### src/rtl/dmem_arbiter.sv
// dmem_arbiter: round-robin arbiter sharing one synchronous data RAM between two requesters
module dmem_arbiter #(
    parameter int RAM_WIDTH     = 32,
    parameter int RAM_ADDR_BITS = 9,
    parameter int MAX_BURST     = 4
) (
    input  logic                     clk,
    input  logic                     reset,
    input  logic                     req0_valid,
    input  logic                     req0_we,
    input  logic                     req0_lock,
    input  logic [RAM_ADDR_BITS-1:0] req0_addr,
    input  logic [RAM_WIDTH-1:0]     req0_wdata,
    output logic                     req0_ready,
    output logic                     rsp0_valid,
    output logic [RAM_WIDTH-1:0]     rsp0_rdata,
    input  logic                     req1_valid,
    input  logic                     req1_we,
    input  logic                     req1_lock,
    input  logic [RAM_ADDR_BITS-1:0] req1_addr,
    input  logic [RAM_WIDTH-1:0]     req1_wdata,
    output logic                     req1_ready,
    output logic                     rsp1_valid,
    output logic [RAM_WIDTH-1:0]     rsp1_rdata,
    output logic                     ram_en,
    output logic                     ram_we,
    output logic [RAM_ADDR_BITS-1:0] ram_addr,
    output logic [RAM_WIDTH-1:0]     ram_wdata,
    input  logic [RAM_WIDTH-1:0]     ram_rdata
);
    localparam int BW = $clog2(MAX_BURST + 1);
    localparam logic [BW-1:0] MAX_B = BW'(MAX_BURST);

    typedef enum logic [1:0] {IDLE, OWN0, OWN1} state_t;

    state_t        state;
    logic          prio;
    logic [BW-1:0] beat_cnt;
    logic          acc0, acc1, last_beat;

    // grant the owning port, steer its beat onto the RAM, zero the bus otherwise
    always_comb begin
        req0_ready = (state == OWN0) & req0_valid;
        req1_ready = (state == OWN1) & req1_valid;
        acc0       = req0_valid & req0_ready;
        acc1       = req1_valid & req1_ready;
        ram_en     = acc0 | acc1;
        ram_we     = acc0 ? req0_we : acc1 ? req1_we : 1'b0;
        ram_addr   = acc0 ? req0_addr : acc1 ? req1_addr : '0;
        ram_wdata  = acc0 ? req0_wdata : acc1 ? req1_wdata : '0;
        last_beat  = (beat_cnt + BW'(1)) == MAX_B;
        rsp0_rdata = rsp0_valid ? ram_rdata : '0;
        rsp1_rdata = rsp1_valid ? ram_rdata : '0;
    end

    // ownership FSM with priority pointer, burst counter and read-response flags
    always_ff @(posedge clk) begin
        if (reset) begin
            state      <= IDLE;
            prio       <= 1'b0;
            beat_cnt   <= '0;
            rsp0_valid <= 1'b0;
            rsp1_valid <= 1'b0;
        end else begin
            rsp0_valid <= acc0 & ~req0_we;
            rsp1_valid <= acc1 & ~req1_we;
            case (state)
                IDLE: begin
                    if (req0_valid && (!req1_valid || !prio)) begin
                        state    <= OWN0;
                        prio     <= 1'b1;
                        beat_cnt <= '0;
                    end else if (req1_valid) begin
                        state    <= OWN1;
                        prio     <= 1'b0;
                        beat_cnt <= '0;
                    end
                end
                OWN0: begin
                    if (acc0) begin
                        beat_cnt <= beat_cnt + BW'(1);
                        if (!req0_lock || last_beat) state <= IDLE;
                    end else begin
                        state <= IDLE;
                    end
                end
                OWN1: begin
                    if (acc1) begin
                        beat_cnt <= beat_cnt + BW'(1);
                        if (!req1_lock || last_beat) state <= IDLE;
                    end else begin
                        state <= IDLE;
                    end
                end
                default: state <= IDLE;
            endcase
        end
    end
endmodule

### config.mk
export PLATFORM = sky130hd
export DESIGN_NAME = dmem_arbiter
export DESIGN_NICKNAME = d
export VERILOG_FILES = /design/src/rtl/dmem_arbiter.sv
export SDC_FILE = /design/constraint.sdc
export NUM_CORES = 1
export LEC_CHECK = 0
export ABC_AREA = 1
export BUFFER_PORTS_ARGS = -buffer_cell sky130_fd_sc_hd__buf_2
export CORE_AREA = 4 4 89 91
export CTS_CLUSTER_SIZE = 30
export DETAILED_ROUTE_END_ITERATION = 16
export DIE_AREA = 0 0 93 95
export HOLD_SLACK_MARGIN = 0.05
export SLEW_MARGIN = 20
export SYNTH_ARGS = -nofsm -noshare
export SYNTH_HDL_FRONTEND = slang
export SYNTH_SLANG_ARGS = --single-unit
### constraint.sdc
create_clock -name clk -period 1.5 [get_ports clk]
set_clock_uncertainty 0.2 [all_clocks]
set_input_delay 0.075 -clock clk [delete_from_list [all_inputs] [get_ports clk]]
set_output_delay 0.075 -clock clk [all_outputs]
set_load 0.03 [all_outputs]
==> results.json <==
{
  "status": "complete, but fails checks",
  "failed_checks": "negative setup slack",
  "cell_accounting_for_the_most_synthesized_area": "sky130_fd_sc_hd__nand2_1",
  "core_area_mm2": 0.007137,
  "layout.cells.non_filler": 699,
  "pwr_density_cell_mw_per_mm2": 461.0,
  "design.portCount": 233,
  "grt_pass1_wl_um": 14440,
  "core.rowCount": 31,
  "layout-drive-gt1-share_pct": 63.50,
  "drt-vias-per-instance": 4.396,
  "worst_ir_drop_vdd_mv": 0.4658,
  "nNetsFinal": 730,
  "fin_crit_sh_pct": 119.9,
  "detailedPlacementHpwl_um": 6658,
  "antenna_violating_nets_post_route": 0,
  "grt_antenna_before_repair": 0,
  "crit-reg2reg-capture": "beat_cnt[2]$_SDFFE_PP0P_",
  "leakage_uw": 0.002762,
  "multi_input_area_mm2": 0.001486,
  "synth.ff_latch_count": 8,
  "drc": 0,
  "grt_pass1_vias": 3015,
  "first_pass_iters": 4,
  "finalHoldViolCount": 0,
  "io_buffers": 232,
  "synth.lib_cells_used.distinct": 17,
  "synth_cells": 344,
  "timing.hold.ws_ns": 0.1128,
  "worst_slew_margin_rel_pct": 86.21,
  "cap_viol_max_count": 0,
  "synth.cell_area_mm2": 0.001598,
  "post-layout-total-power_uw": 1928,
  "vias": 3073,
  "synth.net_count": 472,
  "cts_tree": "built",
  "worst_pin_slew_ns": 0.2053,
  "finalWorstSetupSlack_ns": -0.2986,
  "worst_path_largest_cell_delay_ns": 0.31,
  "cpMostUsedCell": "sky130_fd_sc_hd__buf_6",
  "synth_area_leaders": "sky130_fd_sc_hd__nand2_1 (39%), sky130_fd_sc_hd__inv_1 (17%), sky130_fd_sc_hd__nand3_1 (14%), sky130_fd_sc_hd__dfxtp_1 (10%), sky130_fd_sc_hd__ha_1 (4.7%)",
  "worst_ep_arrival_time_ns": 1.52,
  "critical_setup_path_class": "register to primary output",
  "syn-mean-instance-area_um2": 4.645,
  "worst_skew_pair.late_latency_ns": 0.23,
  "area_of_the_die_mm2": 0.008835,
  "htree_levels": 1,
  "postRouteWirelength_um": 9916,
  "insertedDiodeCount": 0,
  "clockRootBuffer": "sky130_fd_sc_hd__clkbuf_8",
  "seq_area_frac_synth_pct": 10.02,
  "timing.critical_path.from_type": "register",
  "place_inst": 673,
  "synth-warning-count": 0,
  "finalSetupViolations": 50,
  "timing.hold.worst_path_depth": 6,
  "worst_hold_path_type": "primary input to register",
  "final_max_slew_viol_count": 0,
  "routed_wire_length_per_instance_um": 14.19,
  "grt_usage_pct": 20.28,
  "layout.filler_cells": 702,
  "cts-buffers-inserted": 3,
  "slowest_stage": "sky130_fd_sc_hd__dfxtp_2",
  "cp.required_ns": 1.22,
  "timing.rr.start": "state[0]$_SDFFE_PP0P_",
  "fmaxAchievable_ghz": 0.5560,
  "hold_path.startpoint": "req0_lock",
  "clk_path_buf_depth": 2,
  "layout_min_cycle_time_ns": 1.799,
  "clk_pin_slew_ns": 0.04,
  "grt_overflow_total": 0,
  "rsz0062_at_grt": "true",
  "syn2layout_area_growth_pct": 161.8,
  "cts.sink_count": 8,
  "worst-r2r-setup-slack_ns": -0.15,
  "chipWidth_um": 93,
  "grt_max_degree": 34,
  "layout.area.seq_um2": 165.2,
  "critical_path_peak_fanout": 7,
  "worstRegToRegCells": 10,
  "end_kind": "primary output",
  "yosysTopAreaCellShare_pct": 39.47,
  "die_y_um": 95,
  "holdPathEnd": "state[1]$_SDFFE_PP0P_",
  "routabilityCongestion": 0.8882,
  "floorplan.initialDensity_pct": 22.39,
  "drt_iter0_drc": 81,
  "post-route-util_pct": 58.61,
  "path_cells": "buf_4 > ha_4 > nand2_8 > buf_6 > buf_8 > nand3_2 > nand2_2 > buf_6"
}
-- synth_stat cells --
cell	number
sky130_fd_sc_hd__a21oi_1	4
sky130_fd_sc_hd__and3_1	1
sky130_fd_sc_hd__buf_2	4
sky130_fd_sc_hd__buf_4	8
sky130_fd_sc_hd__clkbuf_1	6
sky130_fd_sc_hd__dfxtp_1	8
sky130_fd_sc_hd__ha_1	6
sky130_fd_sc_hd__inv_1	74
sky130_fd_sc_hd__inv_2	4
sky130_fd_sc_hd__nand2_1	168
sky130_fd_sc_hd__nand2_2	2
sky130_fd_sc_hd__nand3_1	46
sky130_fd_sc_hd__nand3_2	1
sky130_fd_sc_hd__nor2_1	7
sky130_fd_sc_hd__nor2_4	1
sky130_fd_sc_hd__nor3_1	2
sky130_fd_sc_hd__o21ai_0	2
-- cell usage in the layout (no fill, tap or decap), drive strengths merged --
master / instances
buf: 266
nand2: 170
inv: 78
nand3: 47
nor2: 8
dfxtp: 8
ha: 6
a21oi: 4
clkbuf: 4
dlygate4sd3: 3
nor3: 2
o21ai: 2
and3: 1
bufbuf: 1
-- power breakdown --
part / internal (uW) / switching, uW
Combinational: 659 / 746
Sequential: 241 / 21.0
Clock: 174 / 86.4
Total: 1070 / 854
-- logic make-up (layout without fill, tap and decap cells) --
kind of cell             after synthesis  after routing  share of synthesized area (%)
AO/OA/AOI/OAI                          6              6                          1.879
adder cells (fa/ha/maj)                6              6                          4.698
buffers and inverters                 96            352                          24.75
flip-flops                             8              8                          10.02
AND/OR/NAND/NOR                      228            228                          58.65
-- metal layers --
layer  routed length (um)  up-vias  track usage, %  share of wire [%]
met2                 5340      165           39.65                 54
met1                 3568     1372           22.92                 36
met3                  886       13           3.984                8.9
li1                     -     1523               -                  -
met5                    0        -               0                  0
met4                  121        0           3.175                1.2
-- layout make-up --
class	count	area share [%]
Sequential cell	8	3.949
Timing Repair Buffer	271	49.33
Clock buffer	3	0.9871
Tap cell	99	2.961
Multi-Input combinational cell	240	35.54
Inverter	78	7.239
-- critical path, delay by kind of cell (launching register included) --
family | cells | cell delay [ns]
buf+inv | 4 | 0.55
flops | 1 | 0.31
simple gates | 3 | 0.26
fa+ha+maj | 1 | 0.18
-- timing repair --
action,4_1_cts,5_1_grt
hold buffers,3,0
resized for setup,167,24
setup endpoints to repair,50,50
gates cloned,9,1
buffers inserted,10,2
pin swaps,20,13
endpoints found under the hold margin,7,0
-- sequential cells by signal, indices dropped and copies added (netlist names) --
name,count
rsp0_valid,1
prio,1
rsp1_valid,1
state,2
beat_cnt,3
-- metrics by stage --
step                setup slack (ns)  instance area [um^2]  TNS (ns)
finish                       -0.2986                  4183    -11.82
global route                 -0.3497                  4183    -14.51
CTS                          -0.2788                  4010    -10.85
detailed placement           -0.1043                  3058    -3.488
global placement            -0.06872                  3058    -1.593
floorplan                   0.002791                  1693         0
-- worst max path at each step --
stage | start | to | slack [ns] | cells after the start
final | state[0]$_SDFFE_PP0P_ | ram_wdata[13] | -0.30 | 8
after detailed placement | state[1]$_SDFFE_PP0P_ | ram_addr[2] | -0.10 | 7
after CTS | state[0]$_SDFFE_PP0P_ | ram_addr[0] | -0.28 | 10
after global routing | state[0]$_SDFFE_PP0P_ | ram_addr[1] | -0.35 | 9
after global placement | state[0]$_SDFFE_PP0P_ | ram_addr[2] | -0.07 | 8
after floorplan | state[1]$_SDFFE_PP0P_ | ram_wdata[22] | 0.003 | 7
Note: power is estimated with default switching activity, not from simulation.
